<file path="src/rtl/rvh_l1d_pkg.sv">
`default_nettype none
// ============================================================================
//  Module   : rvh_l1d_pkg
//  Brief    : Shared types and default sizes for the L1D MSHR table.
//  Revision : 1.0  initial release
// ============================================================================
package rvh_l1d_pkg;

    localparam int c_mshr_num    = 4;
    localparam int c_mshr_id_w   = 2;
    localparam int c_line_addr_w = 34;

    // Lifecycle of one miss-status holding register
    typedef enum logic [1:0] {
        MSHR_IDLE      = 2'd0,
        MSHR_REQ       = 2'd1,
        MSHR_WAIT_RESP = 2'd2,
        MSHR_REFILL    = 2'd3
    } mshr_state_e;

endpackage
`default_nettype wire

</file>
<file path="src/rtl/rvh_l1d_mshr_entry.sv">
`default_nettype none
// ============================================================================
//  Module   : rvh_l1d_mshr_entry
//  Brief    : One MSHR entry: lifecycle FSM, line address register and the
//             lookup comparators used for merge / stall decisions.
//  Revision : 1.0  initial release
// ============================================================================
module rvh_l1d_mshr_entry
    import rvh_l1d_pkg::*;
#(
    parameter int LINE_ADDR_W = c_line_addr_w
) (
    input  logic                   clk,
    input  logic                   rst,
    input  logic                   alloc,
    input  logic [LINE_ADDR_W-1:0] alloc_line_addr,
    input  logic                   l2_grant,
    input  logic                   resp_hit,
    input  logic                   refill_grant,
    input  logic [LINE_ADDR_W-1:0] lookup_line_addr,
    output mshr_state_e            state,
    output logic                   valid,
    output logic                   match,
    output logic                   blocking_match,
    output logic [LINE_ADDR_W-1:0] line_addr
);

    mshr_state_e            r_state;
    mshr_state_e            w_state_nxt;
    logic [LINE_ADDR_W-1:0] r_line_addr;
    logic                   w_addr_eq;

    // Next-state: each transition fires only on its own event in its own state
    always_comb begin
        w_state_nxt = r_state;
        case (r_state)
            MSHR_IDLE:      if (alloc)        w_state_nxt = MSHR_REQ;
            MSHR_REQ:       if (l2_grant)     w_state_nxt = MSHR_WAIT_RESP;
            MSHR_WAIT_RESP: if (resp_hit)     w_state_nxt = MSHR_REFILL;
            MSHR_REFILL:    if (refill_grant) w_state_nxt = MSHR_IDLE;
            default:                          w_state_nxt = MSHR_IDLE;
        endcase
    end

    // State register
    always_ff @(posedge clk) begin
        if (rst) begin
            r_state <= MSHR_IDLE;
        end else begin
            r_state <= w_state_nxt;
        end
    end

    // Line address captured when the entry is opened
    always_ff @(posedge clk) begin
        if (rst) begin
            r_line_addr <= '0;
        end else if (alloc && (r_state == MSHR_IDLE)) begin
            r_line_addr <= alloc_line_addr;
        end
    end

    assign w_addr_eq      = (r_line_addr == lookup_line_addr);
    assign match          = w_addr_eq & ((r_state == MSHR_REQ) | (r_state == MSHR_WAIT_RESP));
    assign blocking_match = w_addr_eq & (r_state == MSHR_REFILL);
    assign valid          = (r_state != MSHR_IDLE);
    assign state          = r_state;
    assign line_addr      = r_line_addr;

endmodule
`default_nettype wire

</file>
<file path="src/rtl/rvh_l1d_mshr_table.sv">
`default_nettype none
// ============================================================================
//  Module   : rvh_l1d_mshr_table
//  Brief    : MSHR state table for the L1D miss path. Opens entries on new
//             misses, merges secondary misses, arbitrates L2 refill requests
//             and hands completed refills to the data-array write stage.
//  Revision : 1.0  initial release
// ============================================================================
module rvh_l1d_mshr_table
    import rvh_l1d_pkg::*;
#(
    parameter int MSHR_NUM    = c_mshr_num,
    parameter int MSHR_ID_W   = c_mshr_id_w,
    parameter int LINE_ADDR_W = c_line_addr_w
) (
    input  logic                   clk,
    input  logic                   rst,
    input  logic                   miss_vld_i,
    input  logic [LINE_ADDR_W-1:0] miss_line_addr_i,
    output logic                   miss_rdy_o,
    output logic [MSHR_ID_W-1:0]   miss_mshr_id_o,
    output logic                   miss_merged_o,
    input  logic                   alloc_has_free_i,
    input  logic [MSHR_ID_W-1:0]   alloc_id_i,
    output logic [MSHR_NUM-1:0]    mshr_bank_valid_o,
    output logic                   l2_req_vld_o,
    input  logic                   l2_req_rdy_i,
    output logic [LINE_ADDR_W-1:0] l2_req_line_addr_o,
    output logic [MSHR_ID_W-1:0]   l2_req_mshr_id_o,
    input  logic                   l2_resp_vld_i,
    input  logic [MSHR_ID_W-1:0]   l2_resp_mshr_id_i,
    output logic                   refill_vld_o,
    input  logic                   refill_rdy_i,
    output logic [MSHR_ID_W-1:0]   refill_mshr_id_o,
    output logic [LINE_ADDR_W-1:0] refill_line_addr_o
);

    mshr_state_e            w_state     [MSHR_NUM];
    logic [LINE_ADDR_W-1:0] w_line_addr [MSHR_NUM];
    logic [MSHR_NUM-1:0]    w_valid;
    logic [MSHR_NUM-1:0]    w_match;
    logic [MSHR_NUM-1:0]    w_block;
    logic [MSHR_NUM-1:0]    w_is_req;
    logic [MSHR_NUM-1:0]    w_is_wait;
    logic [MSHR_NUM-1:0]    w_is_refill;
    logic [MSHR_NUM-1:0]    w_alloc;
    logic [MSHR_NUM-1:0]    w_l2_grant;
    logic [MSHR_NUM-1:0]    w_resp_hit;
    logic [MSHR_NUM-1:0]    w_refill_grant;

    logic                   w_match_any;
    logic                   w_block_any;
    logic [MSHR_ID_W-1:0]   w_match_id;
    logic                   w_req_any;
    logic [MSHR_ID_W-1:0]   w_req_low;
    logic                   w_rf_any;
    logic [MSHR_ID_W-1:0]   w_rf_low;
    logic [MSHR_ID_W-1:0]   w_l2_sel;
    logic [MSHR_ID_W-1:0]   w_rf_sel;

    logic                   r_l2_hold;
    logic [MSHR_ID_W-1:0]   r_l2_hold_id;
    logic                   r_rf_hold;
    logic [MSHR_ID_W-1:0]   r_rf_hold_id;

    generate
        for (genvar i = 0; i < MSHR_NUM; i++) begin : g_entry
            assign w_alloc[i]        = miss_rdy_o & ~w_match_any & (alloc_id_i == MSHR_ID_W'(i));
            assign w_l2_grant[i]     = l2_req_vld_o & l2_req_rdy_i & (w_l2_sel == MSHR_ID_W'(i));
            assign w_resp_hit[i]     = l2_resp_vld_i & (l2_resp_mshr_id_i == MSHR_ID_W'(i));
            assign w_refill_grant[i] = refill_vld_o & refill_rdy_i & (w_rf_sel == MSHR_ID_W'(i));
            assign w_is_req[i]       = (w_state[i] == MSHR_REQ);
            assign w_is_wait[i]      = (w_state[i] == MSHR_WAIT_RESP);
            assign w_is_refill[i]    = (w_state[i] == MSHR_REFILL);

            rvh_l1d_mshr_entry #(
                .LINE_ADDR_W (LINE_ADDR_W)
            ) u_entry (
                .clk              (clk),
                .rst              (rst),
                .alloc            (w_alloc[i]),
                .alloc_line_addr  (miss_line_addr_i),
                .l2_grant         (w_l2_grant[i]),
                .resp_hit         (w_resp_hit[i]),
                .refill_grant     (w_refill_grant[i]),
                .lookup_line_addr (miss_line_addr_i),
                .state            (w_state[i]),
                .valid            (w_valid[i]),
                .match            (w_match[i]),
                .blocking_match   (w_block[i]),
                .line_addr        (w_line_addr[i])
            );
        end
    endgenerate

    // Merge target: at most one entry can match, so a priority scan suffices
    always_comb begin
        w_match_id = '0;
        for (int i = MSHR_NUM - 1; i >= 0; i--) begin
            if (w_match[i]) w_match_id = MSHR_ID_W'(i);
        end
    end

    // Lowest-index entry waiting to issue, and lowest-index entry ready to retire
    always_comb begin
        w_req_any = 1'b0;
        w_req_low = '0;
        w_rf_any  = 1'b0;
        w_rf_low  = '0;
        for (int i = MSHR_NUM - 1; i >= 0; i--) begin
            if (w_is_req[i]) begin
                w_req_any = 1'b1;
                w_req_low = MSHR_ID_W'(i);
            end
            if (w_is_refill[i]) begin
                w_rf_any = 1'b1;
                w_rf_low = MSHR_ID_W'(i);
            end
        end
    end

    // Keep a stalled offer pinned so a newly eligible lower entry cannot swap it out
    always_ff @(posedge clk) begin
        if (rst) begin
            r_l2_hold    <= 1'b0;
            r_l2_hold_id <= '0;
            r_rf_hold    <= 1'b0;
            r_rf_hold_id <= '0;
        end else begin
            r_l2_hold    <= l2_req_vld_o & ~l2_req_rdy_i;
            r_l2_hold_id <= w_l2_sel;
            r_rf_hold    <= refill_vld_o & ~refill_rdy_i;
            r_rf_hold_id <= w_rf_sel;
        end
    end

    assign w_l2_sel           = r_l2_hold ? r_l2_hold_id : w_req_low;
    assign w_rf_sel           = r_rf_hold ? r_rf_hold_id : w_rf_low;

    assign l2_req_vld_o       = r_l2_hold | w_req_any;
    assign l2_req_mshr_id_o   = w_l2_sel;
    assign l2_req_line_addr_o = w_line_addr[w_l2_sel];

    assign refill_vld_o       = r_rf_hold | w_rf_any;
    assign refill_mshr_id_o   = w_rf_sel;
    assign refill_line_addr_o = w_line_addr[w_rf_sel];

    assign w_match_any        = |w_match;
    assign w_block_any        = |w_block;
    assign miss_rdy_o         = miss_vld_i & ~w_block_any & (w_match_any | alloc_has_free_i);
    assign miss_merged_o      = w_match_any;
    assign miss_mshr_id_o     = w_match_any ? w_match_id : alloc_id_i;
    assign mshr_bank_valid_o  = w_valid;

    // A line may be outstanding in only one entry
    a_single_match: assert property (@(posedge clk) disable iff (rst) $onehot0(w_match));

    // L2 must only answer entries that are waiting for data
    a_resp_legal: assert property (@(posedge clk) disable iff (rst)
        l2_resp_vld_i |-> w_is_wait[l2_resp_mshr_id_i]);

endmodule
`default_nettype wire

</file>
<file path="config.mk">
export PLATFORM = sky130hd
export DESIGN_NAME = rvh_l1d_mshr_table
export DESIGN_NICKNAME = d
export VERILOG_FILES = /design/src/rtl/rvh_l1d_pkg.sv /design/src/rtl/rvh_l1d_mshr_entry.sv /design/src/rtl/rvh_l1d_mshr_table.sv
export SDC_FILE = /design/constraint.sdc
export NUM_CORES = 1
export LEC_CHECK = 0
export CAP_MARGIN = 10
export CORE_MARGIN = 5
export CORE_UTILIZATION = 37
export CTS_BUF_LIST = sky130_fd_sc_hd__clkbuf_4 sky130_fd_sc_hd__clkbuf_8
export CTS_CLUSTER_DIAMETER = 60
export DETAILED_ROUTE_END_ITERATION = 7
export GPL_ROUTABILITY_DRIVEN = 0
export PLACE_DENSITY_LB_ADDON = 0.15
export SYNTH_ARGS = -nofsm -noshare
export SYNTH_HDL_FRONTEND = slang
export SYNTH_HIERARCHICAL = 1
export SYNTH_SLANG_ARGS = --single-unit
</file>
<file path="constraint.sdc">
create_clock -name clk -period 7 [get_ports clk]
set_clock_uncertainty 0.05 [all_clocks]
set_input_delay 1.4 -clock clk [delete_from_list [all_inputs] [get_ports clk]]
set_output_delay 1.4 -clock clk [all_outputs]
set_load 0.03 [all_outputs]
</file>
==> metrics.md <==
| Metric | Value |
|---|---|
| Drt via density | `5.537` |
| DRC Markers | `0` |
| Syn Inst Count | `1328` |
| Number of synthesized flops with an enable pin | `0` |
| Worst rel slew slack | `0.2371` |
| Leak | `3.643 nW` |
| First-pass iteration count of the detailed router | `5` |
| Worst-path cell chain | `clkdlybuf4s50_1, xnor2_1, o221ai_1, or4_1, nor4_1, nor3_1, nor3_1, clkdlybuf4s50_1` |
| Final WL | `35.77 mm` |
| Maximum clock path buffer count | `2` |
| Pwr Density | `320.8 nW/um2` |
| Crit path arrival time | `4.80 ns` |
| Worst hold path class | `flop to flop` |
| Ranking of synthesized cells by area | `dfxtp_1 (32%), nand2_1 (20%), a21oi_1 (11%)` |
| Fmax | `0.1600 GHz` |
| Slew Limit Fails | `0` |
| Chip Width | `168.4 um` |
| Gr ovfl total | `0` |
| Post-synthesis async set-or-reset flop share | `0` |
| Area grow syn2layout | `19.58%` |
| Unique masters post-synth | `37` |
| Post-DP HPWL | `23.29 mm` |
| Tmin final | `6.251 ns` |
| Detailed router's first-iteration violation count | `1170` |
| Fill count | `2538` |
| #FFs+latches synth | `150` |
| IO Count | `127` |
| Postcts setup bufs | `0` |
| Via Count | `9657` |
| Top cell type by total area after synthesis | `dfxtp_1` |
| CTS tree | `yes` |
| Max H-tree Level | `4` |
| Count of input and output buffers | `126` |
| Peak VDD IR | `0.1625 mV` |
| PostCTS Resize Cnt | `0` |
| Worst Hold Launch | `g_entry[1].u_entry/line_addr[11]$_SDFFE_PP0P_` |
| # diodes | `0` |
| Syn_area_per_cell | `6.988 um2` |
| Fin Setup TNS | `0 ns` |
| Critical path capture point type | `primary output` |
| Startpoint types | `input port` |
| M2 GR Usage | `0.3875` |
| Crit path from | `miss_line_addr_i[4]` |
| Met1 Use GR | `0.3626` |
| Core ar. | `24960 um2` |
| Crit path kind | `input port to primary output` |
| Final hold vios | `0` |
| Critical Path Max Stage Delay | `0.74 ns` |
| Ys flop type | `dfxtp_1` |
| Vias in the first global route | `8803` |
| Layout cell share with drive strength beyond 1 | `0.04455` |
| CTS Buf Count | `17` |
| Largest net degree at the start of global routing | `78` |
| Routed Antenna Nets | `0` |
| Sequential-to-total area share from yosys stat | `0.3236` |
| CP max-delay cell | `clkdlybuf4s50_1` |
| Grt met3 use | `0.03921` |
| Clock transition at path regs | `0.08 ns` |
| WP data required | `5.55 ns` |
| Outcome | `completed` |
| Final worst-path cycle share | `0.8930` |
| # nets final | `1462` |
| # rows | `58` |
| Post-Layout Cell Count | `1744` |
| Total track usage | `0.2482` |
| Initial antenna violation count | `1` |
| # Max-Cap Violations | `0` |
| R2R Path Start | `g_entry[2].u_entry/line_addr[4]$_SDFFE_PP0P_` |
| Critical path fanouts, max | `8` |
| Skew-Pair Late Insertion Delay | `0.49 ns` |
| Initial Utilization | `0.3717` |
| Worst slew pin tran | `1.144 ns` |
| Die Area | `28350 um2` |
| Most frequent cell after synthesis | `nand2_1` |
| Clock tree sinks | `150` |
| Syn Std Cell Area | `9280 um2` |
| Placed cells | `1712` |
| Synth Net Count | `1389` |
| Synth top area share | `0.3236` |
| Average wire per standard cell | `20.51 um` |
| Final Setup Violations | `0` |
| Root Driver | `clkbuf_8` |
| Synth top cells by count | `nand2_1 (489), a21oi_1 (205), dfxtp_1 (150)` |
| Die height | `168.4 um` |
| GR peak layer | `met2` |
| Ys Warns | `6` |
| RSZ-0062 raised after global routing | `no` |
| Hold_buf cts | `0` |
| First-pass GRT wire length | `54.83 mm` |
[metrics by stage]
stage	cell area (um2)	util	hold slack, ns	setup slack [ns]	power (W)
after detailed placement	10660	0.4269	0.4439	0.8481	0.002803
after global routing	11100	0.4445	0.4743	0.6412	0.003739
after floorplan	9280	-	0.4236	2.313	0.002127
after global placement	10660	0.4269	0.4372	0.7995	0.002795
final	11100	0.4445	0.4529	0.7490	0.003560
after CTS	11100	0.4445	0.4571	0.8437	0.003578
[state kept, by name (all words and copies together) (netlist names)]
name,count
g_entry.u_entry/line_addr,136
g_entry.u_entry/state,8
r_l2_hold,1
r_l2_hold_id,2
r_rf_hold,1
r_rf_hold_id,2
[power breakdown]
part	internal [W]	switching (W)	leakage, nW
Clock	0.000395	0.000375	0.210
Sequential	0.000898	0.0000651	1.21
Combinational	0.000616	0.00121	2.22
Total	0.00191	0.00165	3.64
[final timing paths]
path / cells past startpoint / slack, ns / endpoint
max: 8 / 0.75 / miss_mshr_id_o[1]
min: 2 / 0.45 / g_entry[1].u_entry/line_addr[11]$_SDFFE_PP0P_
min reg2reg: 2 / 0.45 / g_entry[1].u_entry/line_addr[11]$_SDFFE_PP0P_
max reg2reg: 10 / 3.41 / g_entry[1].u_entry/line_addr[28]$_SDFFE_PP0P_
[cell families after synthesis]
logic type | after synthesis | synth area share
simple gates | 613 | 0.2718
buf+inv | 123 | 0.06121
flops | 150 | 0.3236
fa+ha+maj | 16 | 0.02157
xor+xnor | 128 | 0.1208
compound gates | 294 | 0.1967
mux | 4 | 0.004315
[final cells by class]
| cell class | count | area [um2] | area share |
|---|---|---|---|
| clock buffers | 18 | 241.5 | 0.02176 |
| clock inverters | 14 | 198.9 | 0.01793 |
| inverters | 39 | 152.6 | 0.01376 |
| multi-input cells | 1055 | 5739 | 0.5172 |
| flip-flops and latches | 150 | 3003 | 0.2706 |
| well taps | 330 | 412.9 | 0.03721 |
| repair buffers | 138 | 1349 | 0.1215 |
[critical path, delay by kind of cell]
| kind | cells | cell delay [ns] |
|---|---|---|
| buffers and inverters | 2 | 1.43 |
| XOR/XNOR | 1 | 0.16 |
| AND/OR/NAND/NOR | 4 | 1.55 |
| AO/OA/AOI/OAI | 1 | 0.24 |
[layer usage]
layer / part of all wire / wire (um)
met2: 0.45 / 16160
met5: 0.00034 / 12
met3: 0.067 / 2393
met1: 0.47 / 16920
met4: 0.0078 / 280
[layout by cell type (no fill, tap or decap), types with 9 or more instances in the layout]
| cell type | instances |
|---|---|
| buf_4 | 13 |
| a21oi_1 | 205 |
| ha_1 | 16 |
| nor2b_1 | 15 |
| clkbuf_8 | 17 |
| nor3_1 | 9 |
| nand4_1 | 17 |
| xnor2_1 | 60 |
| nor2_1 | 26 |
| clkdlybuf4s50_1 | 125 |
| inv_1 | 37 |
| nand3_1 | 10 |
| a32oi_1 | 69 |
| nand2_1 | 485 |
| nor4_1 | 30 |
| dfxtp_1 | 150 |
| xor2_1 | 68 |
Power figures use the tool's default switching activity.
